===== src/rtl/tpu_pkg.sv =====
// Shared TPU definitions: default datapath geometry and the weight-buffer FSM state type.
package tpu_pkg;

    localparam int TPU_DATA_W = 8;
    localparam int TPU_LANES  = 4;

    typedef enum logic {
        IDLE   = 1'b0,
        STREAM = 1'b1
    } wb_state_t;

endpackage


===== src/rtl/weight_bank.sv =====
// Weight storage: one synchronous write port and LANES combinational read ports.
module weight_bank
    import tpu_pkg::*;
#(
    parameter  int DATA_W = TPU_DATA_W,
    parameter  int DEPTH  = 64,
    parameter  int LANES  = TPU_LANES,
    localparam int ADDR_W = $clog2(DEPTH)
) (
    input  logic                      clk,
    input  logic                      reset,
    input  logic                      wr_en,
    input  logic [ADDR_W-1:0]         wr_addr,
    input  logic [DATA_W-1:0]         wr_data,
    input  logic [LANES*ADDR_W-1:0]   rd_addr,
    output logic [LANES*DATA_W-1:0]   rd_data
);

    logic [DATA_W-1:0] mem [DEPTH];

    // Contents survive reset; writes issued while reset is asserted are dropped.
    always_ff @(posedge clk) begin
        if (wr_en && !reset) begin
            mem[wr_addr] <= wr_data;
        end
    end

    genvar gi;
    generate
        for (gi = 0; gi < LANES; gi++) begin : g_rd
            assign rd_data[gi*DATA_W +: DATA_W] = mem[rd_addr[gi*ADDR_W +: ADDR_W]];
        end
    endgenerate

endmodule


===== src/rtl/weight_buffer.sv =====
// Weight buffer: streams LANES-wide rows from the weight bank starting at ld_base.
module weight_buffer
    import tpu_pkg::*;
#(
    parameter  int DATA_W = TPU_DATA_W,
    parameter  int DEPTH  = 64,
    parameter  int LANES  = TPU_LANES,
    localparam int ADDR_W = $clog2(DEPTH),
    localparam int ROWS_W = ADDR_W + 1
) (
    input  logic                    clk,
    input  logic                    reset,
    input  logic                    wr_en,
    input  logic [ADDR_W-1:0]       wr_addr,
    input  logic [DATA_W-1:0]       wr_data,
    input  logic                    ld_start,
    input  logic [ADDR_W-1:0]       ld_base,
    input  logic [ROWS_W-1:0]       ld_rows,
    output logic                    busy,
    output logic                    out_valid,
    input  logic                    out_ready,
    output logic [LANES*DATA_W-1:0] out_row,
    output logic                    done
);

    localparam logic [ADDR_W-1:0] ROW_STEP = ADDR_W'(LANES);

    wb_state_t state_reg, state_next;

    logic [LANES*DATA_W-1:0] out_row_reg;
    logic                    out_valid_reg;
    logic                    done_reg;
    logic [ROWS_W-1:0]       rows_left_reg;
    logic [ADDR_W-1:0]       next_addr_reg;

    logic                    accept_ld;
    logic                    ld_empty;
    logic                    row_fire;
    logic                    last_row;
    logic                    capture;
    logic [ADDR_W-1:0]       rd_base;
    logic [LANES*ADDR_W-1:0] rd_addr;
    logic [LANES*DATA_W-1:0] rd_data;

    assign accept_ld = (state_reg == IDLE) && ld_start;
    assign ld_empty  = (ld_rows == '0);
    assign row_fire  = (state_reg == STREAM) && out_valid_reg && out_ready;
    assign last_row  = (rows_left_reg == '0);
    assign capture   = (accept_ld && !ld_empty) || (row_fire && !last_row);

    // Row 0 is addressed straight from ld_base; later rows from the running pointer.
    assign rd_base = (state_reg == IDLE) ? ld_base : next_addr_reg;

    genvar gi;
    generate
        for (gi = 0; gi < LANES; gi++) begin : g_addr
            assign rd_addr[gi*ADDR_W +: ADDR_W] = rd_base + ADDR_W'(gi);
        end
    endgenerate

    weight_bank #(
        .DATA_W (DATA_W),
        .DEPTH  (DEPTH),
        .LANES  (LANES)
    ) u_bank (
        .clk     (clk),
        .reset   (reset),
        .wr_en   (wr_en),
        .wr_addr (wr_addr),
        .wr_data (wr_data),
        .rd_addr (rd_addr),
        .rd_data (rd_data)
    );

    always_ff @(posedge clk) begin
        if (reset) begin
            state_reg <= IDLE;
        end else begin
            state_reg <= state_next;
        end
    end

    always_comb begin
        state_next = state_reg;
        case (state_reg)
            IDLE: begin
                if (accept_ld && !ld_empty) begin
                    state_next = STREAM;
                end
            end
            STREAM: begin
                if (row_fire && last_row) begin
                    state_next = IDLE;
                end
            end
            default: state_next = IDLE;
        endcase
    end

    always_comb begin
        busy      = (state_reg == STREAM);
        out_valid = out_valid_reg;
        out_row   = out_row_reg;
        done      = done_reg;
    end

    // The bank is read combinationally and sampled here, so a write landing on
    // the same edge is not seen by this capture.
    always_ff @(posedge clk) begin
        if (reset) begin
            out_row_reg   <= '0;
            out_valid_reg <= 1'b0;
            done_reg      <= 1'b0;
            rows_left_reg <= '0;
            next_addr_reg <= '0;
        end else begin
            done_reg      <= (accept_ld && ld_empty) || (row_fire && last_row);
            out_valid_reg <= (state_next == STREAM);
            if (capture) begin
                out_row_reg <= rd_data;
            end
            if (accept_ld && !ld_empty) begin
                rows_left_reg <= ld_rows - ROWS_W'(1);
                next_addr_reg <= ld_base + ROW_STEP;
            end else if (row_fire && !last_row) begin
                rows_left_reg <= rows_left_reg - ROWS_W'(1);
                next_addr_reg <= next_addr_reg + ROW_STEP;
            end
        end
    end

endmodule


===== config.mk =====
export PLATFORM = sky130hd
export DESIGN_NAME = weight_buffer
export DESIGN_NICKNAME = d
export VERILOG_FILES = /design/src/rtl/tpu_pkg.sv /design/src/rtl/weight_bank.sv /design/src/rtl/weight_buffer.sv
export SDC_FILE = /design/constraint.sdc
export NUM_CORES = 1
export LEC_CHECK = 0
export CORE_UTILIZATION = 55
export DETAILED_ROUTE_END_ITERATION = 10
export PLACE_DENSITY = 0.75
export SLEW_MARGIN = 15
export SYNTH_ARGS = -nofsm -noshare
export SYNTH_HDL_FRONTEND = slang
export SYNTH_HIERARCHICAL = 1
export SYNTH_SLANG_ARGS = --single-unit

===== constraint.sdc =====
create_clock -name clk -period 9.7 [get_ports clk]
set_input_delay 2.425 -clock clk [delete_from_list [all_inputs] [get_ports clk]]
set_output_delay 2.425 -clock clk [all_outputs]
set_load 0.005 [all_outputs]

==> results of run 1 <==
[cell type report]
| cell class | instances | share of cell area |
|---|---|---|
| timing repair buffer | 136 | 0.03192 |
| clock inverter | 37 | 0.01552 |
| antenna | 3 | 0.0001964 |
| inverter | 13 | 0.001768 |
| tap | 837 | 0.02740 |
| clock buffer | 70 | 0.04076 |
| multi-input combinational | 1351 | 0.4556 |
| sequential | 559 | 0.4269 |
[Yosys cell counts, drive strengths merged, types with 8 or more instances]
| cell | count | area (um^2) |
|---|---|---|
| o22ai | 17 | 106.4 |
| inv | 12 | 45.04 |
| dfxtp | 47 | 940.9 |
| clkbuf | 67 | 251.5 |
| xnor2 | 13 | 113.9 |
| nand2 | 124 | 465.5 |
| a22oi | 48 | 360.4 |
| buf | 134 | 769.5 |
| a211oi | 23 | 172.7 |
| edfxtp | 512 | 15370 |
| mux2i | 196 | 1962 |
| nor2 | 98 | 370.4 |
| nor2b | 25 | 156.4 |
| a2111oi | 13 | 113.9 |
| mux2 | 48 | 544.3 |
| o21ai | 39 | 202.7 |
| mux4 | 500 | 11260 |
| a221oi | 30 | 262.8 |
| a21oi | 52 | 260.3 |
| nand3 | 22 | 110.1 |
| a22o | 13 | 113.9 |
| nand2b | 8 | 50.05 |
| o221ai | 14 | 122.6 |
[worst register-to-register path, cell delays in order, from the launching register on]
cell and delay, ns:
dfxtp_1 0.76, mux2_8 0.59, inv_8 0.49, ha_4 0.31
clkinv_2 0.39, buf_4 0.48, buf_4 0.27, mux4_2 0.35
mux4_2 0.49, nor2b_1 0.15, a211oi_1 0.72, a21oi_1 0.23
nand2_1 0.15, a21oi_1 0.07
[kinds of logic after synthesis]
kind of cell,synth area share
and+or+nand+nor,0.04097
AOI/OAI and AO/OA,0.05386
adders and majority gates,0.002166
xor gates and xnor gates,0.004295
buffers and inverters,0.03086
muxes,0.3972
DFF,0.4707
[metrics by stage]
step                worst slack, ns    util  area (um^2)
floorplan                     4.614       -        34660
global placement              1.781  0.5805        35960
finish                        2.782  0.6171        38220
global route                  2.705  0.6169        38210
CTS                           3.064  0.6159        38150
detailed placement            2.399  0.5812        36000
[how the worst min path moves through the flow]
| stage | to | depth (start not counted) | startpoint |
|---|---|---|---|
| finish | out_row[28]$_SDFFE_PP0P_ | 2 | out_row[28]$_SDFFE_PP0P_ |
| global placement | out_row[28]$_SDFFE_PP0P_ | 2 | out_row[28]$_SDFFE_PP0P_ |
| global route | out_row[9]$_SDFFE_PP0P_ | 2 | out_row[9]$_SDFFE_PP0P_ |
| detailed placement | out_row[28]$_SDFFE_PP0P_ | 2 | out_row[28]$_SDFFE_PP0P_ |
| floorplan | next_addr_reg[0]$_SDFFE_PP0P_ | 2 | next_addr_reg[0]$_SDFFE_PP0P_ |
| CTS | out_row[28]$_SDFFE_PP0P_ | 2 | out_row[28]$_SDFFE_PP0P_ |
[power by group]
part           internal [uW]  switching (uW)
sequential              2670            44.6
clock                   1560             965
combinational            915            1310
[layer usage]
metal	wire length [um]	vias to the layer above	part of all wire	global-route usage
met5	27	-	0.00024	0
met4	6764	4	0.059	0.1690
met3	19770	422	0.17	0.1540
met2	50090	2272	0.44	0.5327
met1	37770	12040	0.33	0.4722
li1	-	9098	-	-
[cell usage in the layout (no fill, tap or decap), drive strengths merged, types with 8 or more instances in the layout]
| cell type | n |
|---|---|
| edfxtp | 512 |
| mux4 | 500 |
| mux2i | 196 |
| nand2 | 124 |
| nor2 | 98 |
| buf | 78 |
| clkbuf | 70 |
| clkdlybuf4s50 | 58 |
| a21oi | 52 |
| a22oi | 48 |
| mux2 | 48 |
| dfxtp | 47 |
| o21ai | 39 |
| a221oi | 30 |
| nor2b | 25 |
| a211oi | 23 |
| nand3 | 22 |
| clkinv | 20 |
| o22ai | 17 |
| bufinv | 16 |
| o221ai | 14 |
| a22o | 13 |
| xnor2 | 13 |
| a2111oi | 13 |
| inv | 12 |
| nand2b | 8 |
==> out/summary.txt, run 1 <==
status: finished, final reports clean
register area: 16320 um^2
Max Cap Viol: 0
TritonCTS clock tree: yes
Worst EP arrival: 7.41 ns
post-route ant nets: 0
Die Y: 253.0 um
Clock transition at path regs: 0.06 ns
crit path to: out_row[30]$_SDFFE_PP0P_
CTS Hold Bufs: 0
drt drc: 0
Cell Area, Synth: 34660 um^2
layout cell share with drive strength beyond 1: 0.3490
worst rel slew slack: 0.06171
Critical Path End Type: flip-flop
Post-Route Skew: 0.02523 ns
Max VDD drop: 0.1405 mV
PortBufs: 66
footprint of the multi-input gates: 17410 um^2
Initial DRC Count: 4304
syn_area_per_cell: 16.32 um^2
Post-synth EDFFs: 512
worst hold slack: 0.4529 ns
Routed WL: 114.4 mm
max reg flops: 512
Root Buffer: clkbuf_16
Core Area: 61940 um^2
die width: 253.0 um
critical path's slowest cell: a211oi_1
leakage: 0.01225 uW
IO Count: 67
Worst path max stage delay: 0.72 ns
Crit path max-delay family: buffers and inverters
HP Class: flip-flop to flip-flop
Post-Synthesis Net Count: 2162
clk_lat worst skew: 0.64 ns
maximum level of the CTS H-tree: 2
largest net degree at the start of global routing: 139
First-pass DRT Iterations: 7
post-CTS repair timing setup buffer count: 0
HPWL after DPL: 75.43 mm
antenna violations before repair: 3
max-slew violation count: 0
CP required: 10.19 ns
cell count after synthesis: 2124
TNS Setup: 0 ns
via/cell ratio: 7.930
Initial Util: 0.5596
Placed Cells: 2894
DR WL/cell: 38.06 um
growth of design area from synthesis to finish: 10.26%
vias in the first global route: 22830
period utilisation layout: 0.7132
Nets: 2157
full die area: 64030 um^2
post-synthesis sequential area ratio: 0.4707
RSZ-0062 raised after global routing: no
CTS Buf Count: 58
number of gates resized after cts: 0
Filler cells: 4386
gr usage total: 0.3640
Vias: 23840
Max Freq: 0.1445 GHz
register bit count reported by yosys: 559
standard-cell row count: 91
Synth Warn #: 6
grt ovf: 0
RePlAce Congestion: 1.040
first-pass GRT wire length: 165.3 mm
clock tree buffer depth: 3
crit path max fanout: 60
PwrDens: 195.3 nW/um^2
Critical R2R Capture: out_row[30]$_SDFFE_PP0P_
Critical Path Stages: 14
Setup crit start kind: input pin
final cell count without fillers: 3006
Reg2Reg Launch Point: out_valid$_SDFF_PP0_
reg2reg setup slack: 4.11 ns
# setup viols final: 0
Power, Total: 7466 uW
reg2reg path depth: 13
Crit Path Class: input pin to flip-flop
Cell Chain, Critical Path: clkdlybuf4s50_1, mux2_8, inv_8, ha_4, clkinv_2, buf_4, buf_4, mux4_2, mux4_2, nor2b_1, a211oi_1, a21oi_1, nand2_1, a21oi_1
Netlist cell types: 59
final hold vios: 0
ys async rst share: 0
crit path buf inv count: 5
minimum clock period: 6.918 ns
Synth Flop Type: edfxtp_1
CTS Sinks: 559
Crit. Startpoint: ld_base[0]
worst-margin pin slew: 1.402 ns
(Power assumes the default switching activity.)
==> run 2: changes to the inputs <==
--- a/config.mk
+++ b/config.mk
@@ -7,7 +7,7 @@
 export LEC_CHECK = 0
 export CORE_UTILIZATION = 55
 export DETAILED_ROUTE_END_ITERATION = 10
-export PLACE_DENSITY = 0.75
+export PLACE_DENSITY = 0.78
 export SLEW_MARGIN = 15
 export SYNTH_ARGS = -nofsm -noshare
 export SYNTH_HDL_FRONTEND = slang
==> constraint.sdc (replaced) <==
create_clock -name clk -period 6.35 [get_ports clk]
set_input_delay 1.5875 -clock clk [delete_from_list [all_inputs] [get_ports clk]]
set_output_delay 1.5875 -clock clk [all_outputs]
set_load 0.005 [all_outputs]
==> out/summary.txt, run 2 (same netlist as run 1, synthesis figures left out) <==
Post-DP Area: 36080 um^2 (+0.23%)
max reg flops: 512 (unchanged)
Reg2Reg Launch Point: out_valid$_SDFF_PP0_
full die area: 64030 um^2 (unchanged)
drt drc: 0 (unchanged)
post-route ant nets: 0 (unchanged)
HPWL after DPL: 76.94 mm (+2.0%)
TNS Setup: 0 ns (unchanged)
RePlAce Congestion: 1.059 (+1.8%)
max-slew violation count: 0 (unchanged)
PortBufs: 66 (unchanged)
clock tree buffer depth: 3 (unchanged)
layout cell share with drive strength beyond 1: 0.3404 (-0.008625)
PwrDens: 291.5 nW/um^2 (+49%)
largest net degree at the start of global routing: 110 (-21%)
Max VDD drop: 0.2353 mV (+67%)
via/cell ratio: 7.898 (-0.40%)
status: finished, final reports clean
area of all placed cells without fillers: 38030 um^2 (-0.50%)
maximum level of the CTS H-tree: 2 (unchanged)
Vias: 23750 (-0.36%)
First-pass DRT Iterations: 7 (unchanged)
most frequent cells in the layout: 512 x edfxtp_1, 500 x mux4_2, 195 x mux2i_1
standard-cell row count: 91 (unchanged)
Cells on Worst Hold Path: 2 (unchanged)
Root Buffer: clkbuf_16
post-CTS repair timing setup buffer count: 0 (unchanged)
reg2reg path depth: 10 (-3)
Critical Path End Type: flip-flop
# setup viols final: 0 (unchanged)
Max Freq: 0.1961 GHz
worst-margin pin slew: 1.296 ns (-0.1066 ns)
TritonCTS clock tree: yes
CTS Buf Count: 58 (unchanged)
grt ovf: 0 (unchanged)
Finished Core Util: 0.6140 (-0.003070)
Worst EP arrival: 5.60 ns (-1.81 ns)
clk_lat worst skew: 0.65 ns (about the same)
CP required: 6.85 ns (-3.34 ns)
leakage: 0.01212 uW (-1.0%)
gr usage total: 0.3632 (-0.0008393)
Core Area: 61940 um^2 (unchanged)
number of gates resized after cts: 0 (unchanged)
die width: 253.0 um (unchanged)
Crit. Startpoint: ld_base[2]
minimum clock period: 5.099 ns
RSZ-0062 raised after global routing: no
Die Y: 253.0 um (unchanged)
Initial Util: 0.5596 (unchanged)
most common cell after layout, fill and taps aside: edfxtp_1
Nets: 2157 (unchanged)
period utilisation layout: 0.8030
DR WL/cell: 38.10 um (about the same)
crit path max fanout: 81 (+35%)
Routed WL: 114.6 mm (+0.12%)
Post-Route Skew: 0.01953 ns (-0.005705 ns)
antenna violations before repair: 4 (+1)
CTS Hold Bufs: 0 (unchanged)
first-pass GRT wire length: 163.8 mm (-0.89%)
worst rel slew slack: 0.1331 (+0.07136)
Setup crit start kind: input pin
growth of design area from synthesis to finish: 9.713%
IO Count: 67 (unchanged)
Max Cap Viol: 0 (unchanged)
vias in the first global route: 22250 (-2.6%)
HP Class: flip-flop to flip-flop
hold_sp: out_row[10]$_SDFFE_PP0P_
Filler cells: 4416 (+0.68%)
Crit Path Class: input pin to flip-flop
Initial DRC Count: 4324 (+0.46%)
CTS Sinks: 559 (unchanged)
Clock transition at path regs: 0.06 ns (about the same)
final hold vios: 0 (unchanged)
[run 2: cell types whose count changed in the layout (fill, tap and decap cells not counted), sizes merged]
cell,before,now
clkinvlp,2,12
bufinv,16,7
clkbuf,70,67
clkinv,20,23
diode,3,2
inv,12,13
[run 2: worst max-delay path, cell delays in order]
cell,delay (ns)
clkdlybuf4s50_1,0.51
mux2i_1,0.08
buf_4,0.20
inv_4,0.19
buf_12,0.44
nand3_1,0.16
xnor2_1,0.71
and2_1,0.86
a22oi_1,0.28
nand3_1,0.25
o21ai_1,0.12
nand2_1,0.10
a21oi_1,0.08
[run 2: area by class of cell]
type	instances	area, um^2	share of cell area
clock inverters	42	427.9	0.01125
clock buffers	67	1506	0.03961
multi-input cells	1351	17350	0.4563
flip-flops and latches	559	16320	0.4290
diodes	2	5.005	0.0001316
well taps	837	1047	0.02754
inverters	13	67.56	0.001777
repair buffers	136	1306	0.03435
[run 2: worst paths after layout]
check | endpoint | slack (ns)
worst min register to register | out_row[10]$_SDFFE_PP0P_ | 0.46
worst min-delay path | out_row[10]$_SDFFE_PP0P_ | 0.46
worst max-delay path | out_row[15]$_SDFFE_PP0P_ | 1.25
worst max register to register | out_row[15]$_SDFFE_PP0P_ | 1.87
[run 2: per-stage QoR]
stage               instances  hold slack (ns)  power [uW]  setup WS, ns
global placement         2896           0.4426        7498        0.7299
floorplan                2124           0.4329        6345         2.102
finish                   3007           0.4585       11090         1.251
CTS                      3005           0.4598       10980         1.415
detailed placement       2896           0.4527        7525        0.7570
global route             3005           0.4798       11290         1.178
[run 2: per-layer routing]
metal / wire [um] / track usage / vias to the layer above / part of all wire
met3: 18770 / 0.1259 / 333 / 0.16
met5: 76 / 0.006178 / - / 0.00066
li1: - / - / 9087 / -
met4: 5640 / 0.1345 / 6 / 0.049
met1: 40090 / 0.5068 / 12170 / 0.35
met2: 49980 / 0.5288 / 2158 / 0.44
[run 2: power breakdown]
part	internal (uW)	switching [uW]	total [uW]
Combinational	1440	2010	3440
Clock	1990	1510	3500
Sequential	4080	68.6	4140
